<file path="config.mk">
export PLATFORM = sky130hd
export DESIGN_NAME = mux_4to1_rr_arb
export DESIGN_NICKNAME = d
export VERILOG_FILES = /design/src/rtl/mux_pkg.sv /design/src/rtl/rr_pick4.sv /design/src/rtl/mux_4to1_rr_arb.sv
export SDC_FILE = /design/constraint.sdc
export NUM_CORES = 1
export LEC_CHECK = 0
export ABC_AREA = 1
export BUFFER_PORTS_ARGS = -buffer_cell sky130_fd_sc_hd__buf_2
export CAP_MARGIN = 40
export CORE_UTILIZATION = 47
export CTS_BUF_LIST = sky130_fd_sc_hd__clkbuf_4 sky130_fd_sc_hd__clkbuf_8 sky130_fd_sc_hd__clkbuf_16
export DETAILED_ROUTE_END_ITERATION = 7
export GPL_TIMING_DRIVEN = 0
export HOLD_SLACK_MARGIN = 0.05
export PLACE_DENSITY = 0.85
export SLEW_MARGIN = 20
export SYNTH_ARGS = -nofsm -noshare
export SYNTH_HDL_FRONTEND = slang
export SYNTH_SLANG_ARGS = --single-unit
</file>
<file path="constraint.sdc">
create_clock -name clk -period 3.55 [get_ports clk]
set_input_delay 0.1775 -clock clk [delete_from_list [all_inputs] [get_ports clk]]
set_output_delay 0.1775 -clock clk [all_outputs]
set_load 0.01 [all_outputs]
</file>
<file path="src/rtl/mux_pkg.sv">
`default_nettype none
// ============================================================================
// Module      : mux_pkg
// Description : Shared types and constants for the 4:1 round-robin
//               arbitrated mux front end.
//               sel_t   - 2-bit channel index (0=a, 1=b, 2=c, 3=d)
//               state_e - output register occupancy (EMPTY / FULL)
// Revision    : 1.0 - initial release
// ============================================================================
package mux_pkg;

  typedef logic [1:0] sel_t;

  localparam sel_t SEL_A = 2'd0;
  localparam sel_t SEL_B = 2'd1;
  localparam sel_t SEL_C = 2'd2;
  localparam sel_t SEL_D = 2'd3;

  // Number of arbitrated channels.
  localparam int NUM_CH = 4;

  // Burst counter width: wide enough for MAX_BURST up to 15.
  localparam int CNT_W = 4;
  typedef logic [CNT_W-1:0] cnt_t;

  // Output register occupancy. FULL is exactly out_valid=1.
  typedef enum logic {
    ST_EMPTY = 1'b0,
    ST_FULL  = 1'b1
  } state_e;

endpackage : mux_pkg
`default_nettype wire

</file>
<file path="src/rtl/rr_pick4.sv">
`default_nettype none
// ============================================================================
// Module      : rr_pick4
// Description : Combinational 4-way round-robin picker.
//               Scans last+1, last+2, last+3, last (mod 4) and grants the
//               first requester. When hold_en_i is set and the previous
//               winner is still requesting, the previous winner is granted
//               again (burst continuation).
// Ports       : req_i      in  4  request vector, bit0=a .. bit3=d
//               last_i     in  2  index of the previous winner
//               hold_en_i  in  1  allow re-grant of last_i
//               gnt_o      out 4  one-hot grant, zero when no request
//               gnt_idx_o  out 2  encoded grant index (valid with gnt_vld_o)
//               gnt_vld_o  out 1  a grant was issued
// Revision    : 1.0 - initial release
// ============================================================================
module rr_pick4
  import mux_pkg::*;
(
  input  logic [3:0] req_i,
  input  sel_t       last_i,
  input  logic       hold_en_i,
  output logic [3:0] gnt_o,
  output sel_t       gnt_idx_o,
  output logic       gnt_vld_o
);

  sel_t w_cand;

  always_comb begin
    gnt_o     = 4'b0000;
    gnt_idx_o = last_i;
    gnt_vld_o = 1'b0;
    w_cand    = last_i;

    if (hold_en_i && req_i[last_i]) begin
      gnt_o     = 4'b0001 << last_i;
      gnt_idx_o = last_i;
      gnt_vld_o = 1'b1;
    end else begin
      // k=4 wraps back onto last_i, so a lone requester that just won is
      // granted again without needing the burst path.
      for (int k = 1; k <= NUM_CH; k++) begin
        w_cand = last_i + sel_t'(k);
        if (!gnt_vld_o && req_i[w_cand]) begin
          gnt_o     = 4'b0001 << w_cand;
          gnt_idx_o = w_cand;
          gnt_vld_o = 1'b1;
        end
      end
    end
  end

endmodule : rr_pick4
`default_nettype wire

</file>
<file path="src/rtl/mux_4to1_rr_arb.sv">
`default_nettype none
// ============================================================================
// Module      : mux_4to1_rr_arb
// Description : Round-robin arbiter for four WIDTH-bit producer channels
//               feeding a single-entry registered output stream. The winning
//               word and its 2-bit channel code are registered together.
//               Full throughput of one word per clock; accept-to-valid
//               latency is one clock.
// Ports       : clk        in   1      rising-edge clock
//               rst        in   1      synchronous reset, active-high
//               in_valid   in   4      per-channel request, bit0=a .. bit3=d
//               in_ready   out  4      per-channel accept, one-hot or zero
//               a,b,c,d    in   WIDTH  channel data, sampled on accept
//               out_valid  out  1      out_data/sel hold a word
//               out_ready  in   1      consumer accepts the held word
//               out_data   out  WIDTH  registered winning word
//               sel        out  2      registered winning channel index
// Parameters  : WIDTH      data width
//               MAX_BURST  max consecutive grants to one channel while
//                          others request (1..15)
// Revision    : 1.0 - initial release
// ============================================================================
module mux_4to1_rr_arb
  import mux_pkg::*;
#(
  parameter int WIDTH     = 4,
  parameter int MAX_BURST = 1
) (
  input  logic             clk,
  input  logic             rst,
  input  logic [3:0]       in_valid,
  output logic [3:0]       in_ready,
  input  logic [WIDTH-1:0] a,
  input  logic [WIDTH-1:0] b,
  input  logic [WIDTH-1:0] c,
  input  logic [WIDTH-1:0] d,
  output logic             out_valid,
  input  logic             out_ready,
  output logic [WIDTH-1:0] out_data,
  output sel_t             sel
);

  localparam cnt_t C_MAX_CNT = cnt_t'(MAX_BURST);

  // --------------------------------------------------------------------------
  // State
  // --------------------------------------------------------------------------
  state_e           state_q, state_d;
  logic [WIDTH-1:0] data_q,  data_d;
  sel_t             sel_q,   sel_d;
  sel_t             last_q,  last_d;
  cnt_t             cnt_q,   cnt_d;

  // --------------------------------------------------------------------------
  // Handshake and arbitration
  // --------------------------------------------------------------------------
  logic             w_load;
  logic             w_hold_en;
  logic [3:0]       w_req;
  logic [3:0]       w_gnt;
  sel_t             w_gnt_idx;
  logic             w_gnt_vld;
  logic [WIDTH-1:0] w_win_data;

  // The register can take a new word when empty or when its word drains now.
  assign w_load = (state_q == ST_EMPTY) | out_ready;

  // cnt_q==0 only right after reset: there is no burst in progress then, so
  // round-robin from last=3 puts channel a first.
  assign w_hold_en = (cnt_q != '0) && (cnt_q < C_MAX_CNT);

  // Requests are masked while stalled or in reset so in_ready stays zero.
  assign w_req = in_valid & {4{w_load & ~rst}};

  rr_pick4 u_pick (
    .req_i     (w_req),
    .last_i    (last_q),
    .hold_en_i (w_hold_en),
    .gnt_o     (w_gnt),
    .gnt_idx_o (w_gnt_idx),
    .gnt_vld_o (w_gnt_vld)
  );

  assign in_ready = w_gnt;

  always_comb begin
    w_win_data = a;
    unique case (w_gnt_idx)
      SEL_A:   w_win_data = a;
      SEL_B:   w_win_data = b;
      SEL_C:   w_win_data = c;
      SEL_D:   w_win_data = d;
      default: w_win_data = a;
    endcase
  end

  // --------------------------------------------------------------------------
  // Next state
  // --------------------------------------------------------------------------
  always_comb begin
    state_d = state_q;
    data_d  = data_q;
    sel_d   = sel_q;
    last_d  = last_q;
    cnt_d   = cnt_q;

    if (w_gnt_vld) begin
      // Transfer: capture winner; drain and refill in the same cycle is fine.
      state_d = ST_FULL;
      data_d  = w_win_data;
      sel_d   = w_gnt_idx;
      last_d  = w_gnt_idx;
      if (w_gnt_idx == last_q) begin
        cnt_d = (cnt_q >= C_MAX_CNT) ? C_MAX_CNT : cnt_q + cnt_t'(1);
      end else begin
        cnt_d = cnt_t'(1);
      end
    end else if (w_load) begin
      // Drained (or already empty) with nothing to accept.
      state_d = ST_EMPTY;
    end
  end

  // --------------------------------------------------------------------------
  // Registers
  // --------------------------------------------------------------------------
  always_ff @(posedge clk) begin
    if (rst) begin
      state_q <= ST_EMPTY;
      data_q  <= '0;
      sel_q   <= SEL_A;
      last_q  <= SEL_D;
      cnt_q   <= '0;
    end else begin
      state_q <= state_d;
      data_q  <= data_d;
      sel_q   <= sel_d;
      last_q  <= last_d;
      cnt_q   <= cnt_d;
    end
  end

  assign out_valid = (state_q == ST_FULL);
  assign out_data  = data_q;
  assign sel       = sel_q;

endmodule : mux_4to1_rr_arb
`default_nettype wire
</file>
==> Implementation_results.wiki <==
{| class="wikitable"
! Metric !! Value
|-
| Result of the run || finished, final reports clean
|-
| Critical path, cell by cell || buf_6 -> inv_2 -> ha_1 -> inv_1 -> nand3_1 -> nand2_4 -> nand3_1 -> o22ai_1 -> nor2_1 -> o21ai_0 -> buf_2
|-
| Max-cap viol count || 0
|-
| Antenna diodes || 0
|-
| Reg-to-Reg End || out_data[3]$_SDFFE_PP0P_
|-
| Crit Reg-Reg Startpoint || last_q[0]$_SDFFE_PP1P_
|-
| Remaining Overflow, GRT || 0
|-
| Initial antenna violation count || 0
|-
| Number of antenna-violating nets in the routed design || 0
|-
| Number of distinct library cells after synthesis || 25
|-
| Worst hold margin || 0.1135 ns
|-
| Area share of fa/ha/maj cells after synthesis || about 5%
|-
| Required time of the critical path || 3.37 ns
|-
| Total setup violations reported at the end of the flow || 0
|-
| Internal cell power || ~0.00061 W
|-
| Slowest stage delay, CP || 0.41 ns
|-
| Hold Crit Depth || 2
|-
| Sequential power share || 13.0%
|-
| Bufs and invs on worst path || 4
|-
| Number of buffers inserted by hold repair at cts || 0
|-
| Critical path fanouts, max || 10
|-
| Startpoint type of the worst setup path || flip-flop
|-
| Clock network latency to the later pin of the worst-skew pair || between 0.2 and 0.3 ns
|-
| FF+latch count, synth || 9
|-
| Layout overhead on the synthesized area || 22.76%
|-
| Placement Cell Area || 0.001205 mm^2
|-
| Overall routing resource usage || 21.83%
|-
| Initial detailed-routing violation count || 18
|-
| Clock network fraction of design power || under 10%
|-
| Synthesis Warnings || 0
|-
| Hold Vio Cnt, Final || 0
|-
| Clock-pin slew on the worst setup and hold paths || 0.06 ns
|-
| Full die area || 0.002330 mm^2
|-
| Kind of path behind the tightest hold check || input pin to flip-flop
|-
| Std-Cell Rows || 16
|-
| Endpoint type of the worst setup path || output port
|-
| DR pass1 iterations || 6
|-
| Net total in the final layout || roughly 210
|-
| Clk buf depth || 2
|-
| Portion of the post-synthesis area used by sequential elements || between 10% and 20%
|-
| Critical path class || flip-flop to output port
|-
| Critical path depth in cells || 11
|-
| Static leakage power || 0.6764 nW
|-
| Simple-gate portion of the synthesized area || 51.37%
|-
| Endpoint of the most critical setup path || in_ready[1]
|-
| Routed wire per std cell || 11.12 um
|-
| CP dominant cell by count || sky130_fd_sc_hd__nand3_1
|-
| Final slew viol count || 0
|-
| Net switching power || 0.0007864 W
|-
| # resized after CTS || 0
|-
| Std-Cell Core Area || 0.001982 mm^2
|-
| Final period util || between 70% and 80%
|-
| Overall power || 0.001396 W
|-
| Share of the synthesized netlist area taken by xor and xnor gates || 0%
|-
| R2R cell count || 14
|-
| Master cell of the clock root buffer || sky130_fd_sc_hd__clkbuf_4
|-
| Unrepaired setup endpoints after global routing || false
|-
| TritonCTS Buffers || 3
|-
| Final critical-path required period || approximately 2.5 ns
|-
| Pin count of the biggest net entering global routing || 11
|-
| Die Width || 48.27 um
|-
| Buffers inserted by post-CTS timing repair || 0
|-
| Die Span Y || 48.27 um
|-
| Final non-filler cell area || around 0.0012 mm^2
|-
| Worst setup skew after layout || around 0.0022 ns
|-
| Clock tree from TritonCTS || done
|-
| Routed wire length || 2357 um
|-
| Nets in the synthesized netlist || 175
|-
| Placer Congestion || between 0.8 and 0.9
|-
| Sw frac || 56.32%
|-
| Initial core utilization || 50.76%
|-
| Actual slew at the worst max-slew pin || 0.2377 ns
|-
| Layout fillers || 184
|-
| Sinks on Clock Net || 9
|-
| Category of cells accounting for the largest share of critical-path delay || simple AND/OR/NAND/NOR gates
|-
| Port Buf Inserts || 33
|-
| Pwr per Cell Area || 1131 mW/mm^2
|-
| FMAX || 392.8 MHz
|-
| Via count of the first global-routing pass || approximately 900
|-
| Worst setup slack for register-to-register paths || 1.15 ns
|-
| Detail Placement HPWL || 1905 um
|-
| Cell count after synthesis || 148
|-
| Via-to-Cell Ratio || roughly 5.3
|-
| Worst-case headroom to the max-slew limit || between 80% and 90%
|-
| Post-route setup TNS || 0 ns
|-
| Netlist Area Pre-Place || 0.001006 mm^2
|-
| Peak ir drop on the vdd network || 599.7 uV
|-
| Timing startpoint of the critical path || last_q[0]$_SDFFE_PP1P_
|-
| Number of H-tree levels || 1
|-
| Compound-Gate Fraction of Synth Area || ~14%
|-
| Share of post-route cells with drive strength above 1 || 37.84%
|-
| Combinational family with the most area after synthesis || simple AND/OR/NAND/NOR gates
|-
| Via count || 1117
|-
| Mux cell area share after synthesis || 0%
|-
| Wire length of the first global-routing pass || 3581 um
|-
| Avg Synthesized Cell Area || ~6.8 um^2
|-
| Portion of total power attributed to combinational logic || 80.5%
|-
| Arrival time at the worst endpoint || 2.37 ns
|-
| Number of placed I/O pins || 34
|-
| Final routed DRC violation total || 0
|-
| CP max-delay cell || sky130_fd_sc_hd__dfxtp_1
|}
==> cells in the final DEF, fill, tap and decap left out, types with 5 or more instances in the layout <==
cell | Yosys | layout
sky130_fd_sc_hd__nand2_1 | 30 | 30
sky130_fd_sc_hd__dfxtp_1 | 9 | 9
sky130_fd_sc_hd__nor2_1 | 5 | 5
sky130_fd_sc_hd__buf_2 | 0 | 33
sky130_fd_sc_hd__nand4_1 | 6 | 6
sky130_fd_sc_hd__o21ai_0 | 5 | 5
sky130_fd_sc_hd__a21oi_1 | 10 | 10
sky130_fd_sc_hd__inv_1 | 15 | 15
sky130_fd_sc_hd__nand2_2 | 7 | 7
sky130_fd_sc_hd__nand3_1 | 18 | 18
sky130_fd_sc_hd__inv_2 | 5 | 5
==> routing by layer <==
layer | share of wire (%) | global-route usage, % | up-vias
li1 | - | - | 569
met1 | 44 | 25.33 | 509
met2 | 50 | 38.67 | 33
met3 | 4.2 | 4.444 | 6
met4 | 1.2 | 8.889 | 0
met5 | 0 | 0 | -
==> worst min path at each step <==
stage	startpoint	end	slack (ns)
2_1_floorplan	rst	out_valid$_SDFFE_PP0P_	0.25
4_1_cts	rst	sel[0]$_SDFFE_PP0P_	0.12
3_3_place_gp	rst	sel[0]$_SDFFE_PP0P_	0.39
5_1_grt	rst	sel[0]$_SDFFE_PP0P_	0.12
6_report	rst	sel[1]$_SDFFE_PP0P_	0.11
3_5_place_dp	rst	sel[0]$_SDFFE_PP0P_	0.40
==> kinds of logic (layout without fill, tap and decap cells) <==
kind of cell,Yosys count,after routing
simple gates,85,85
compound gates,25,25
buf+inv,25,62
flops,9,9
fa+ha+maj,4,4
==> Yosys cell counts <==
master | count | area, um^2
sky130_fd_sc_hd__nand2_1 | 30 | 112.6
sky130_fd_sc_hd__nand3_1 | 18 | 90.09
sky130_fd_sc_hd__inv_1 | 15 | 56.30
sky130_fd_sc_hd__a21oi_1 | 10 | 50.05
sky130_fd_sc_hd__dfxtp_1 | 9 | 180.2
sky130_fd_sc_hd__nand2_2 | 7 | 43.79
sky130_fd_sc_hd__nand4_1 | 6 | 37.54
sky130_fd_sc_hd__inv_2 | 5 | 18.77
sky130_fd_sc_hd__nor2_1 | 5 | 18.77
sky130_fd_sc_hd__o21ai_0 | 5 | 25.02
sky130_fd_sc_hd__ha_1 | 4 | 50.05
sky130_fd_sc_hd__nand2_4 | 4 | 45.04
sky130_fd_sc_hd__nand4_2 | 4 | 50.05
sky130_fd_sc_hd__o21ai_1 | 4 | 20.02
sky130_fd_sc_hd__o22ai_1 | 4 | 25.02
sky130_fd_sc_hd__buf_6 | 3 | 33.78
sky130_fd_sc_hd__nand3_2 | 3 | 30.03
sky130_fd_sc_hd__or2_1 | 3 | 18.77
sky130_fd_sc_hd__a21oi_2 | 2 | 17.52
sky130_fd_sc_hd__nor2_8 | 2 | 40.04
sky130_fd_sc_hd__and2_1 | 1 | 6.260
sky130_fd_sc_hd__buf_4 | 1 | 7.510
sky130_fd_sc_hd__clkinv_2 | 1 | 5.000
sky130_fd_sc_hd__nand3_4 | 1 | 17.52
sky130_fd_sc_hd__or2_0 | 1 | 6.260
==> cell type report <==
class / count / area [um^2] / area share (%)
Buffer: 4 / 41.29 / 3.343
Clock buffer: 4 / 30.03 / 2.432
Inverter: 21 / 80.08 / 6.484
Multi-Input combinational cell: 114 / 704.4 / 57.04
Sequential cell: 9 / 180.2 / 14.59
Tap cell: 27 / 33.78 / 2.736
Timing Repair Buffer: 33 / 165.2 / 13.37
==> registers in the layout, summed over array words and instances (netlist names) <==
register / count
sel: 2
out_valid: 1
last_q: 2
out_data: 4
==> power groups by stage <==
| stage | Combinational, W | Sequential, W | Clock (W) |
|---|---|---|---|
| 2_1_floorplan | 0.000877 | 0.000194 | 0 |
| 3_3_place_gp | 0.00109 | 0.000182 | 0 |
| 3_5_place_dp | 0.00113 | 0.000183 | 0 |
| 4_1_cts | 0.00113 | 0.000181 | 0.0000879 |
| 5_1_grt | 0.00127 | 0.000187 | 0.0000923 |
| 6_report | 0.00112 | 0.000182 | 0.0000902 |
==> metrics by stage <==
step | instances | util (%) | setup slack, ns
3_5_place_dp | 208 | 60.80 | 1.182
2_1_floorplan | 148 | - | 1.446
6_report | 212 | 62.31 | 1.004
3_3_place_gp | 208 | 60.80 | 1.197
4_1_cts | 212 | 62.31 | 1.043
5_1_grt | 212 | 62.31 | 0.8190
Note: power is estimated with default switching activity, not from simulation.
